===== src/rtl/gcd_host_sequencer.sv =====
// Host-side sequencer for the subtraction GCD core: operand handshake, core load sequence, result return.
// Optional watchdog on the WAIT state is enabled by defining GCD_HOST_TIMEOUT_EN.
`timescale 1ns/1ps

module gcd_host_sequencer #(
  parameter int unsigned WIDTH          = 16,
  parameter int unsigned TIMEOUT_CYCLES = 1024
) (
  input  logic             clk,
  input  logic             rst,
  input  logic             in_valid,
  output logic             in_ready,
  input  logic [WIDTH-1:0] in_a,
  input  logic [WIDTH-1:0] in_b,
  output logic             out_valid,
  input  logic             out_ready,
  output logic [WIDTH-1:0] out_gcd,
  output logic             out_bypass,
  output logic             out_err,
  output logic             busy,
  output logic             core_clr,
  output logic             core_start,
  output logic [WIDTH-1:0] core_data,
  input  logic             core_done,
  input  logic [WIDTH-1:0] core_result
);

  typedef enum logic [2:0] {
    S_IDLE   = 3'd0,
    S_CLR    = 3'd1,
    S_LOAD_A = 3'd2,
    S_LOAD_B = 3'd3,
    S_WAIT   = 3'd4,
    S_RESP   = 3'd5
  } state_t;

  state_t           state;
  state_t           state_nx;
  logic [WIDTH-1:0] a_q;
  logic [WIDTH-1:0] b_q;
  logic [WIDTH-1:0] gcd_q;
  logic             bypass_q;
  logic             accept;
  logic             zero_op;
  logic             expire;

  assign accept  = in_valid & (state == S_IDLE);
  // A zero operand would spin the subtraction loop forever; answer it locally.
  assign zero_op = (in_a == '0) | (in_b == '0);

`ifdef GCD_HOST_TIMEOUT_EN
  localparam int unsigned WDOG_W = $clog2(TIMEOUT_CYCLES + 1);

  logic [WDOG_W-1:0] wdog;
  logic              err_q;

  // Watchdog: held at zero outside WAIT, counts each WAIT cycle.
  always_ff @(posedge clk or posedge rst) begin
    if (rst) begin
      wdog <= '0;
    end else if (state != S_WAIT) begin
      wdog <= '0;
    end else begin
      wdog <= wdog + WDOG_W'(1);
    end
  end

  // Expiry is the last WAIT cycle; depends on registered state only.
  assign expire = (state == S_WAIT) && (wdog == WDOG_W'(TIMEOUT_CYCLES - 1));

  always_ff @(posedge clk or posedge rst) begin
    if (rst) begin
      err_q <= 1'b0;
    end else if (accept) begin
      err_q <= 1'b0;
    end else if (expire && !core_done) begin
      err_q <= 1'b1;
    end
  end

  assign out_err = err_q;
`else
  assign expire  = 1'b0;
  assign out_err = 1'b0;
`endif

  // State register
  always_ff @(posedge clk or posedge rst) begin
    if (rst) begin
      state <= S_IDLE;
    end else begin
      state <= state_nx;
    end
  end

  // Next-state logic
  always_comb begin
    state_nx = state;
    case (state)
      S_IDLE:   if (in_valid) state_nx = zero_op ? S_RESP : S_CLR;
      S_CLR:    state_nx = S_LOAD_A;
      S_LOAD_A: state_nx = S_LOAD_B;
      S_LOAD_B: state_nx = S_WAIT;
      S_WAIT:   if (core_done || expire) state_nx = S_RESP;
      S_RESP:   if (out_ready) state_nx = S_IDLE;
      default:  state_nx = S_IDLE;
    endcase
  end

  // Outputs decoded from registered state and operand registers only
  always_comb begin
    in_ready   = 1'b0;
    busy       = 1'b1;
    out_valid  = 1'b0;
    core_clr   = 1'b0;
    core_start = 1'b0;
    core_data  = '0;
    case (state)
      S_IDLE: begin
        in_ready = 1'b1;
        busy     = 1'b0;
      end
      S_CLR:    core_clr = 1'b1;
      S_LOAD_A: begin
        core_start = 1'b1;
        core_data  = a_q;
      end
      S_LOAD_B: core_data = b_q;
      S_WAIT: begin
        core_data = b_q;
        core_clr  = expire;
      end
      S_RESP:   out_valid = 1'b1;
      default:  busy = 1'b1;
    endcase
  end

  // Operand and result registers
  always_ff @(posedge clk or posedge rst) begin
    if (rst) begin
      a_q      <= '0;
      b_q      <= '0;
      gcd_q    <= '0;
      bypass_q <= 1'b0;
    end else if (accept) begin
      a_q      <= in_a;
      b_q      <= in_b;
      gcd_q    <= zero_op ? (in_a | in_b) : '0;
      bypass_q <= zero_op;
    end else if (state == S_WAIT) begin
      if (core_done) begin
        gcd_q <= core_result;
      end else if (expire) begin
        gcd_q <= '0;
      end
    end
  end

  assign out_gcd    = gcd_q;
  assign out_bypass = bypass_q;

endmodule

===== config.mk =====
export PLATFORM = sky130hd
export DESIGN_NAME = gcd_host_sequencer
export DESIGN_NICKNAME = d
export VERILOG_FILES = /design/src/rtl/gcd_host_sequencer.sv
export SDC_FILE = /design/constraint.sdc
export NUM_CORES = 1
export LEC_CHECK = 0
export ABC_AREA = 1
export BUFFER_PORTS_ARGS = -buffer_cell sky130_fd_sc_hd__buf_2
export CAP_MARGIN = 20
export CELL_PAD_IN_SITES_DETAIL_PLACEMENT = 1
export CELL_PAD_IN_SITES_GLOBAL_PLACEMENT = 1
export CORE_MARGIN = 2
export CORE_UTILIZATION = 37
export CTS_BUF_LIST = sky130_fd_sc_hd__clkbuf_4 sky130_fd_sc_hd__clkbuf_8
export DETAILED_ROUTE_END_ITERATION = 10
export HOLD_SLACK_MARGIN = 0.05
export PLACE_DENSITY_LB_ADDON = 0.25
export SYNTH_ARGS = -nofsm -noshare
export SYNTH_HDL_FRONTEND = slang
export SYNTH_SLANG_ARGS = --single-unit

===== constraint.sdc =====
create_clock -name clk -period 2.1 [get_ports clk]
set_clock_uncertainty 0.15 [all_clocks]
set_input_delay 0.315 -clock clk [delete_from_list [all_inputs] [get_ports clk]]
set_output_delay 0.315 -clock clk [all_outputs]
set_load 0.1 [all_outputs]

Word-level counts from Yosys, hierarchy flattened:

Index checks and enable logic that the tools add are counted.

* eq/ne operators: 8
* multiplexer cells: 15
* bitwise logic cells: 3
* reductions and logical operators: 8

Operators by type and width (count)
* 2-to-1 mux 16 bit: 4
* logical NOT 16 bit: 2
* case mux 16 bit (2 select lines): 1
* case mux 3 bit (6 select lines): 1
* bitwise OR 16 bit: 1
* 2-to-1 mux 3 bit: 4
* == test 3 x 2 -> 1 bit, second input constant: 2
* == test 3 bit, second input constant: 2
* inequality test 2 bit, second input constant: 3
* 2-to-1 mux 1 bit: 5
* nonzero test 2 bit: 2
* == test 3 x 1 -> 1 bit, second input constant: 1
* logical NOT 3 bit: 1
* AND reduction 3 bit: 1
* AND reduction 2 bit: 1
* OR reduction 2 bit: 1
* AND 1 bit: 1
* bitwise OR 1 bit: 1

* register bits after elaboration: 52
* input port bits: 53
* output and inout port bits: 39
* logic and storage cells: 39

Longest topological paths before layout:

* word-level depth: 5
* gate-level depth with buffers: 9
* mapped depth without buffers: 9

Worst setup path after synthesis:

No wires, ideal clock.

* kind: register to output
* start point: register state[0]
* end point: output core_data[0]
* arrival time: 3094 ps
* required time: 1635 ps
* setup slack: -1459 ps
* stages on the path, launching flop included: 6
* path buffers: 1
* path through: dfrtp_1 -> inv_1 -> o21ai_1 -> o21ai_1 -> clkbuf_2 -> o21ai_0

* word-level cells in the longest chain between the ends: 3
* elaborated cells on any way between the ends: 5
* those cells by class: eq/ne: 3; mux: 1; reduce/logical: 1

RTL lines
* start, declared: RTL line 37 `state_t state;`
* start signal, assigned: RTL line 92 `state <= state_nx;`
* == test 3 bit or == test 3 x 2 -> 1 bit (tied branches): RTL line 118 `case (state)`
* OR reduction 2 bit (no source line)
* case mux 16 bit (2 select lines) *: RTL line 118
* end, declared: RTL line 23 `output logic [WIDTH-1:0] core_data,`

Every way passes the cells marked *; elsewhere a longest branch is shown, timed or not.

Worst setup path in the final report:

* start point: register state[2]
* end point: output core_data[8]

The elaborated chain is that of the path after synthesis.

==> results.md <==
* # setup viols final at 17
* # DRC at 0
* DIE AREA at 8180 µm²
* WP buf/inv at 3
* Chip width at 90.4 µm
* DP Wirelength at 6.43 mm
* Via count at approximately 2700
* Setup_tns at -0.949 ns
* Min-Delay Path Class: input port to flip-flop
* Fin. max-slew vios at 0
* Netlist cell types at 25
* Core ar. at 7250 µm²
* Sequential share of the synthesized area at ~47%
* RSZ-0062 raised after global routing: yes
* Largest stage delay on the critical path at 0.41 ns
* Layout Nets at ~510
* Final WL at ~9 mm
* Initial antenna violation count at 0
* Clock root buffer master: clkbuf_8
* PortBufs at 90
* Synthesis-to-layout area growth at 52.1%
* # rows at 31
* Maximum clock frequency at 459 MHz
* Post-layout min period at 2.18 ns
* Final setup margin at -0.0783 ns
* GRT overflow at 0
* Slowest stage cell on the critical path: dfrtp_1
* Crit. End Element: output pin
* CP Launch Type: flip-flop
* Reg clk slew, reported paths at around 0.10 ns
* Largest net degree at the start of global routing at 53
* Routed vias/inst at 4.80
* Synth warn at 0
* Worst EP arrival at 1.71 ns
* Run status: finished, violations left
* CTS tree: done
* Cell Chain, Critical Path: buf_6 > nor3_4 > buf_8 > nand2_2 > o21ai_4 > buf_12
* Mapped Area at 2760 µm²
* Crit path kind: flip-flop to output pin
* First-pass GRT wire length at 14.3 mm
* Syn Nets at 410
* Fillers at 880
* Final Cycle Share at 104%
* Number of buffers created by CTS at 5
* DR pass1 iterations at 4
* Final hold vios at 0
* # IOs at roughly 90
* Vias in the first global route at 2866
* GRT Util Overall at 22.2%
* Gpl congestion at 0.790
* Clock Latency Late Sink at 0.31 ns
* Clock Sinks at 52
* Share of cells above drive strength 1 at about two fifths
* Max Root-Sink Buffers at 2
* Max cap viols at 0
* Initial DRC count at ~130
* Diodes inserted at 0
* Seq cells post-synth at 52
* Die Span Y at roughly 90 µm
* H-Tree Level Count at 2
* CP Data Required Time at between 1.5 and 2 ns
* Syn Area/Cell at slightly below 8 µm²
* Antenna Nets Post-Route at 0
* Starting Density at 38.1%
* WL per Instance at 16.1 µm
* Failing checks: setup timing
* Worst-path maximum fanout at 8
* Syn Inst Count at 357
* Cell family with most CP delay: buffers and inverters
Yosys cell counts (all sizes together):
library cell,number,area (µm²)
buf,11,93.8
nand3b,1,7.51
o21ai,66,330
nand2,84,339
nor2,41,178
a21oi,32,220
mux2,1,15.0
nor3,4,25.0
nand4,1,6.26
dfrtp,52,1300
inv,56,210
clkbuf,6,23.8
nand3,1,10.0
conb,1,3.75
layer usage:
metal / wire length (µm) / GRT usage (%) / up-vias
li1: - / - / 1319
met1: 3990 / 28.4 / 1299
met2: 4550 / 37.5 / 62
met3: 368 / 4.42 / 6
met4: 115 / 7.95 / 0
met5: 0 / 0 / -
worst min-delay path: stages:
cell	delay [ns]
buf_2	0.11
inv_1	0.08
o21ai_1	0.07
kinds of logic after synthesis:
logic type             share of synthesized area, %
and+or+nand+nor                                20.5
muxes                                         0.543
other                                         0.136
DFF                                            47.1
AOI/OAI and AO/OA                              19.9
buffers and inverters                          11.9
flip-flops by register name (all words and copies together) (netlist names):
| signal | count |
|---|---|
| b_q | 16 |
| a_q | 16 |
| out_gcd | 16 |
| state | 3 |
| out_bypass | 1 |
layout by cell type (no fill, tap or decap), types with 2 or more instances in the layout:
master    Yosys  routed
nor3_2        1       2
buf_4         3      12
buf_2         3      70
dfrtp_2       0       2
nand2_1      82      66
buf_12        0      23
nor2_1       39      39
a21oi_1      16      16
inv_1        55      52
o21ai_0      54      38
o21ai_4       0      18
nand2_2       0       4
buf_8         0       2
nand2_4       1      13
dfrtp_1      52      50
o21ai_1      12      10
a21oi_2      16      16
buf_6         5       5
inv_2         1       3
clkbuf_8      0       5
what timing repair did:
item / in CTS / in global routing
resized for setup: 29 / 22
endpoints found under the hold margin: 52 / 0
pin swaps: 4 / 1
buffers inserted: 8 / 5
endpoints found under the setup margin: 18 / 18
hold buffers: 1 / 0
final timing paths:
check	depth (start not counted)	to	startpoint	slack, ns
min reg2reg	2	b_q[7]	b_q[7]	0.35
max reg2reg	8	out_gcd[7]	state[0]	0.16
max in group asynchronous	4	state[0]	rst	1.11
max	6	core_data[8]	state[2]	-0.08
min	3	b_q[4]	in_b[4]	0.14
min in group asynchronous	4	a_q[11]	rst	0.43
stage by stage:
step	hold WS, ns	std cells	cell area (µm²)	setup WS [ns]	util, %
after floorplan	0.303	357	2930	-0.113	-
after global placement	0.234	538	3770	-0.0223	52.0
after detailed placement	0.238	538	3770	-0.130	52.0
after CTS	0.129	555	4080	-0.0582	56.3
after global routing	0.141	560	4200	-0.148	57.9
final	0.139	560	4200	-0.0783	57.9
layout make-up:
class	count	area [µm²]	share of cell area, %
clock buffers	6	76.3	1.82
flip-flops and latches	52	1300	31.0
inverters	56	213	5.06
well taps	99	124	2.95
repair buffers	113	997	23.7
clock inverters	2	35.0	0.834
multi-input cells	232	1450	34.6
Power is not shown: default switching activity piles up to over one toggle a cycle in this logic, so the estimate is an artifact.
